<file path="config.mk">
export PLATFORM = sky130hd
export DESIGN_NAME = mul12_pp_sched
export DESIGN_NICKNAME = d
export VERILOG_FILES = /design/src/rtl/mul12_pp_sched.sv
export SDC_FILE = /design/constraint.sdc
export NUM_CORES = 1
export LEC_CHECK = 0
export ABC_AREA = 1
export CAP_MARGIN = 15
export CORE_MARGIN = 2
export CORE_UTILIZATION = 30
export DETAILED_ROUTE_END_ITERATION = 6
export SYNTH_ARGS = -nofsm -noshare
export SYNTH_HDL_FRONTEND = slang
export SYNTH_SLANG_ARGS = --single-unit
</file>
<file path="constraint.sdc">
create_clock -name clk -period 4.2 [get_ports clk]
set_input_delay 0.63 -clock clk [delete_from_list [all_inputs] [get_ports clk]]
set_output_delay 0.63 -clock clk [all_outputs]
set_load 0.05 [all_outputs]
</file>
<file path="src/rtl/mul12_pp_sched.sv">
// 12x12 unsigned mantissa multiplier controller.
// Runs four partial products through one shared 6x6 multiplier.
module mul12_pp_sched #(
  parameter int HALF_W = 6
) (
  input  logic                  clk,
  input  logic                  rst_n,
  input  logic                  start,
  input  logic [2*HALF_W-1:0]   a,
  input  logic [2*HALF_W-1:0]   b,
  output logic                  busy,
  output logic                  done,
  output logic [4*HALF_W-1:0]   product,
  output logic [HALF_W-1:0]     mul_a,
  output logic [HALF_W-1:0]     mul_b,
  input  logic [2*HALF_W-1:0]   mul_out
);

  localparam int OW = 2 * HALF_W;
  localparam int PW = 4 * HALF_W;

  typedef enum logic [2:0] {
    IDLE,
    P0,
    P1,
    P2,
    P3,
    DONE
  } state_e;

  state_e          state_q;
  logic [OW-1:0]   a_q;
  logic [OW-1:0]   b_q;
  logic [PW-1:0]   acc_q;
  logic [PW-1:0]   product_q;
  logic            busy_q;
  logic            done_q;

  logic [HALF_W-1:0] al;
  logic [HALF_W-1:0] ah;
  logic [HALF_W-1:0] bl;
  logic [HALF_W-1:0] bh;
  logic [PW-1:0]     pp;
  logic [PW-1:0]     pp_sh;
  logic [PW-1:0]     acc_d;

  assign al = a_q[HALF_W-1:0];
  assign ah = a_q[OW-1:HALF_W];
  assign bl = b_q[HALF_W-1:0];
  assign bh = b_q[OW-1:HALF_W];

  assign pp    = {{OW{1'b0}}, mul_out};
  assign acc_d = acc_q + pp_sh;

  // Operand select for the shared multiplier; idle states drive zero.
  always_comb begin
    mul_a = '0;
    mul_b = '0;
    unique case (state_q)
      P0: begin
        mul_a = al;
        mul_b = bl;
      end
      P1: begin
        mul_a = al;
        mul_b = bh;
      end
      P2: begin
        mul_a = ah;
        mul_b = bl;
      end
      P3: begin
        mul_a = ah;
        mul_b = bh;
      end
      default: begin
        mul_a = '0;
        mul_b = '0;
      end
    endcase
  end

  // Weight the current partial product by its position.
  always_comb begin
    pp_sh = pp;
    unique case (state_q)
      P1, P2:  pp_sh = pp << HALF_W;
      P3:      pp_sh = pp << OW;
      default: pp_sh = pp;
    endcase
  end

  // Schedule FSM with accumulator and registered status/result.
  always_ff @(posedge clk or negedge rst_n) begin
    if (!rst_n) begin
      state_q   <= IDLE;
      a_q       <= '0;
      b_q       <= '0;
      acc_q     <= '0;
      product_q <= '0;
      busy_q    <= 1'b0;
      done_q    <= 1'b0;
    end else begin
      unique case (state_q)
        IDLE, DONE: begin
          done_q <= 1'b0;
          if (start) begin
            a_q     <= a;
            b_q     <= b;
            acc_q   <= '0;
            busy_q  <= 1'b1;
            state_q <= P0;
          end else begin
            busy_q  <= 1'b0;
            state_q <= IDLE;
          end
        end
        P0: begin
          acc_q   <= acc_d;
          state_q <= P1;
        end
        P1: begin
          acc_q   <= acc_d;
          state_q <= P2;
        end
        P2: begin
          acc_q   <= acc_d;
          state_q <= P3;
        end
        P3: begin
          product_q <= acc_d;
          busy_q    <= 1'b0;
          done_q    <= 1'b1;
          state_q   <= DONE;
        end
        default: begin
          busy_q  <= 1'b0;
          done_q  <= 1'b0;
          state_q <= IDLE;
        end
      endcase
    end
  end

  assign busy    = busy_q;
  assign done    = done_q;
  assign product = product_q;

endmodule

</file>
-- Yosys cells after proc, flatten, opt, wreduce, memory -nomap -nowiden
Index checks and enable logic that the tools add are counted.
- register bits: 77
- latch bits: 0
- memory bits (writable): 0
- ROM bits: 0
- bits of input ports: 39
- output and inout port bits: 38
- word-level logic and storage cells: 35
- memories kept: 0
- add/sub/neg operators: 1
- multipliers: 0
- divide/modulo/power cells: 0
- $lt $le $gt $ge: 0
- equal/unequal tests: 6
- shift-type cells: 0
- muxes and demuxes: 10
- bitwise gates (word level): 0
- reductions and logical operators: 11
- operators with widths (kind ; count):
    $pmux W24 S2 ; 2
    $add A24 B24 Y24 ; 1
    $mux W24 ; 1
    $pmux W6 S2 ; 2
    $pmux W3 S5 ; 1
    $reduce_or A2 Y1 ; 6
    $eq A3 B2 Y1 const B ; 2
    $eq A3 B3 Y1 const B ; 2
    $pmux W1 S2 ; 2
    $reduce_and A2 Y1 ; 2
    $eq A3 B1 Y1 const B ; 1
    $logic_not A3 Y1 ; 1
    $reduce_or A3 Y1 ; 1
    $mux W1 ; 2
    $ne A2 B2 Y1 const B ; 1
    $reduce_bool A2 Y1 ; 1

-- Depth between registers and ports, before layout
- word-level depth: 5
- mapped depth: 18

-- Least setup slack after synthesis
Ideal clock, no wire load.
- kind: register to register
- start point: register state_q[1]
- end point: register acc_q[20]
- setup time: 0.118 ns
- arrival: 2.390 ns
- slack: 1.692 ns
- stages on the path, launching flop included: 16
- buffers on the path: 2
- clock period less this slack: 2.508 ns
- path through: dfrtp_1 > nor2_2 > nand2_1 > buf_2 > nand2_1 > buf_2 > nor2_1 > ha_1 > fa_1 > nand2_1 > nand2_1 > and2_1 > nand3_1 > nand4_1 > nand3_1 > nand2_1
- cells in the longest elaborated chain, start to end: 5
- elaborated cells on any way between the ends: 15
- those cells by class: 1 x add/sub; 6 x eq/ne; 2 x mux; 6 x reduce/logical
- ends and longest elaborated chain (item ; RTL line ; source):
    start: declaration ; 31 ; state_e state_q;
    start signal: assignment ; 96 ; state_q <= IDLE;
    start signal: assignment ; 112 ; state_q <= P0;
    start signal: assignment ; 115 ; state_q <= IDLE;
    $eq A3 B2 Y1 ; 86, 104 ;
    $reduce_or A2 Y1 ; 86 ; unique case (state_q)
    $pmux W24 S2 ; 86 ;
    $add A24 B24 Y24 ; 53 ; assign acc_d = acc_q + pp_sh;
    $pmux W24 S2 ; 104 ; unique case (state_q)
    end signal: assignment ; 99 ; acc_q <= '0;
    end signal: assignment ; 110 ; acc_q <= '0;
    end signal: assignment ; 119 ; acc_q <= acc_d;
    end: declaration ; 34 ; logic [PW-1:0] acc_q;
Several ways; a longest one is shown, not always the timed one.
A chain may end at the register's enable or synchronous reset.

-- Final worst setup path
- start point: register state_q[2]
- end point: register product_q[16], in the netlist product[16]
- cells in the longest elaborated chain, start to end: 4
- elaborated cells on any way between the ends: 6
- those cells by class: 1 x add/sub; 3 x eq/ne; 1 x mux; 1 x reduce/logical
- ends and longest elaborated chain (item ; RTL line ; source):
    $eq A3 B2 Y1 ; 86 ;
    $reduce_or A2 Y1 ; 86 ;
    $pmux W24 S2 ; 86 ;
    $add A24 B24 Y24 ; 53 ;
    end signal: assignment ; 100 ; product_q <= '0;
    end signal: assignment ; 131 ; product_q <= acc_d;
    end: declaration ; 35 ; logic [PW-1:0] product_q;
Several ways; a longest one is shown, not always the timed one.

==> metrics.yaml <==
worst_setup_path:
  required_ns: 4.44
  crit_top_cell: "nand2_1"
  crit_chain: "inv_1, nand2_1, nand2_1, o22ai_1, ha_1, nand2_1, inv_1, a21oi_1, nor2_1, nor2_1, nand3b_1, nand3_1, nand2_1"
  worst-setup-path-type: "register to register"
  critPathTopFamily: "simple AND/OR/NAND/NOR gates"
  worstPathMaxFanout: 13
  critPathCaptureType: "register"
  critPathSlowestCell: "dfrtp_1"
  cp_num_buf_inv: 2
  cp_slowest_stage_delay_ns: 0.46
  cp-start-kind: "register"
  critical_path_arrival_ns: 3.38
route:
  drt_wl_total_um: 13700
  drc: 0
  drt_iter0_markers: 309
  viasPerCell: 4.58
  wl_per_cell_um: 13.6
  via_count: 4639
  ant_nets: 0
  dr.pass1.iters: 5
die:
  die_x_um: 132
  fp.dieH_um: 132
  io_pins: 77
  start_util: 0.309
  fp.coreArea_um2: 16000
  num_rows: 46
  die-area_um2: 17500
synthesis:
  synth_fa_ha_area_frac: 0.0648
  synthXorXnorAreaFrac: 0.0124
  synth_seq_cells: 77
  synthCells: 720
  synthSimpleGateAreaFrac: 0.324
  synth_edf_count: 0
  synth_top_family_by_area: "simple AND/OR/NAND/NOR gates"
  async_flop_share: 1.00
  synthFlopType: "dfrtp_1"
  yosysWarnings: 0
  avgSynthCellArea_um2: 6.87
  syn_nets: 784
  ys_types: 31
  yosysSeqAreaShare: 0.390
  synth.area.mux_share: 0
  synth_area_um2: 4950
  synth_compound_area_frac: 0.0896
sta:
  worstMarginPinSlew_ns: 0.665
  setup_viol: 0
  rsz0062_at_grt: "false"
  drv_slew: 0
  finalClockSkew_ns: 0.0112
  post-route-period-util: 0.746
  fmax_ghz: 0.319
  max-slew-margin-rel: 0.556
  hold_viol: 0
  fin_setup_tns_ns: 0
  hold_ws_ns: 0.293
  period_minus_slack_ns: 3.13
final_layout:
  antenna_cells: 0
  multi_input_comb_area_um2: 2430
  register_area_um2: 1930
  final.fill_count: 1767
  fin_nets: 857
  drive_gt1_frac: 0.0552
  area_growth_pct: 23.7
  final_cell_area_um2: 6120
  final_core_util: 0.382
power:
  leakage_nw: 3.26
  vdd_drop_max_mv: 0.499
  p_per_area_nw_per_um2: 940
  power.total_mw: 5.75
clock_tree:
  clock-root-buffer: "clkbuf_16"
  cts_buffer_depth: 2
  clock_latency_ns: 0.36
  cts.repair.resized: 0
  clk_pin_slew_ns: 0.07
  htreeDepth: 3
  cts_tree: "built"
  numCtsBuffers: 9
  cts_setup_buffers: 0
  hold_buffers: 0
  cts_sinks: 77
placement:
  port_buffers: 76
  postPlaceCellArea_um2: 5840
  gp_congestion: 0.941
  hpwl_um: 10500
global_routing:
  grt_pass1_wl_um: 22800
  grt_start_max_net_pins: 49
  antenna_found_initial: 0
  grt_pass1_vias: 4525
  grt_remaining_overflow: 0
  track_usage: 0.165
outcome:
  status: "finished clean"
run:
  drv_cap: 0
hold_path:
  hold_path_class: "primary input to async pin"
[power by group]
| part | internal (mW) | switching (mW) |
|---|---|---|
| clock network | 0.415 | 0.328 |
| registers | 1.11 | 0.186 |
| logic | 1.16 | 2.56 |
[registers in the layout (all words and copies together) (netlist names)]
register  cells
done          1
product      24
state_q       3
a_q          12
b_q          12
busy          1
acc_q        24
[cells in the mapped netlist (2+ instances only)]
cell type,count,area [um2]
a21oi_1,11,55.1
nor2_1,42,158
nand3_1,52,260
nor2_2,2,12.5
clkbuf_1,6,22.5
nand4_1,6,37.5
buf_6,3,33.8
buf_2,5,25.0
inv_2,3,11.3
or2_2,2,12.5
dfrtp_1,77,1930
xnor2_1,5,43.8
xor2_1,2,17.5
nand3b_1,7,52.6
o21ai_2,4,35.0
ha_1,24,300
nand2_1,272,1020
o22ai_1,24,150
o21ai_0,37,185
inv_1,121,454
nor3_1,4,20.0
o21ai_1,2,10.0
[worst reg2reg max path, stage by stage, from the launching register on]
cell and delay (ns):
dfrtp_1 0.46, inv_1 0.09, nand2_1 0.33, nand2_1 0.36, o22ai_1 0.28, ha_1 0.32
nand2_1 0.18, inv_1 0.06, a21oi_1 0.45, nor2_1 0.08, nor2_1 0.16, nand3b_1 0.12
nand3_1 0.10, nand2_1 0.05
[cell type report]
type / count / area share
multi-input combinational: 501 / 0.397
sequential: 77 / 0.315
timing repair buffer: 79 / 0.123
inverter: 125 / 0.0767
tap: 216 / 0.0442
clock buffer: 10 / 0.0391
clock inverter: 5 / 0.00573
[final timing paths]
kind / from / end / slack (ns) / cells after the start
setup / recovery: state_q[2] / product[16] / 1.07 / 13
hold / removal: rst_n / product[23] / 0.29 / 1
setup reg to reg: state_q[2] / product[16] / 1.07 / 13
hold reg to reg: product[4] / product[4] / 0.48 / 2
max in group asynchronous: rst_n / acc_q[0] / 3.02 / 2
min in group clk: product[4] / product[4] / 0.48 / 2
[layer usage]
| layer | wire length (um) | track usage |
|---|---|---|
| met4 | 335 | 0.0675 |
| met1 | 6550 | 0.220 |
| met3 | 1010 | 0.0534 |
| met5 | 0 | 0 |
| met2 | 5840 | 0.248 |
[cell usage in the layout, fill, tap and decap left out, types with 2 or more instances in the layout]
cell             netlist  final
ha_1                  24     24
a21oi_1               11     11
inv_2                  3      3
nor3_1                 4      4
clkdlybuf4s50_1        0     63
dfrtp_1               77     77
buf_4                  1     16
nor2_1                42     42
nand4_1                6      6
xnor2_1                5      5
clkbuf_16              0      9
o21ai_0               37     37
nand2_1              272    272
o22ai_1               24     24
o21ai_2                4      4
inv_1                121    121
or2_2                  2      2
nand3b_1               7      7
clkinv_2               0      2
inv_6                  0      2
o21ai_1                2      2
nand3_1               52     52
nor2_2                 2      2
xor2_1                 2      2
[kinds of logic (layout without fill, tap and decap cells)]
logic type / Yosys count / after routing
simple gates: 390 / 390
buf+inv: 142 / 219
compound gates: 79 / 79
flops: 77 / 77
fa+ha+maj: 25 / 25
xor+xnor: 7 / 7
[metrics by stage]
stage                     worst slack [ns]  instances
after floorplan                       1.69        720
after global placement                1.15        998
after detailed placement              1.13        998
after CTS                             1.08       1013
after global routing                 0.720       1013
final                                 1.07       1013
Note: power is estimated with default switching activity, not from simulation.
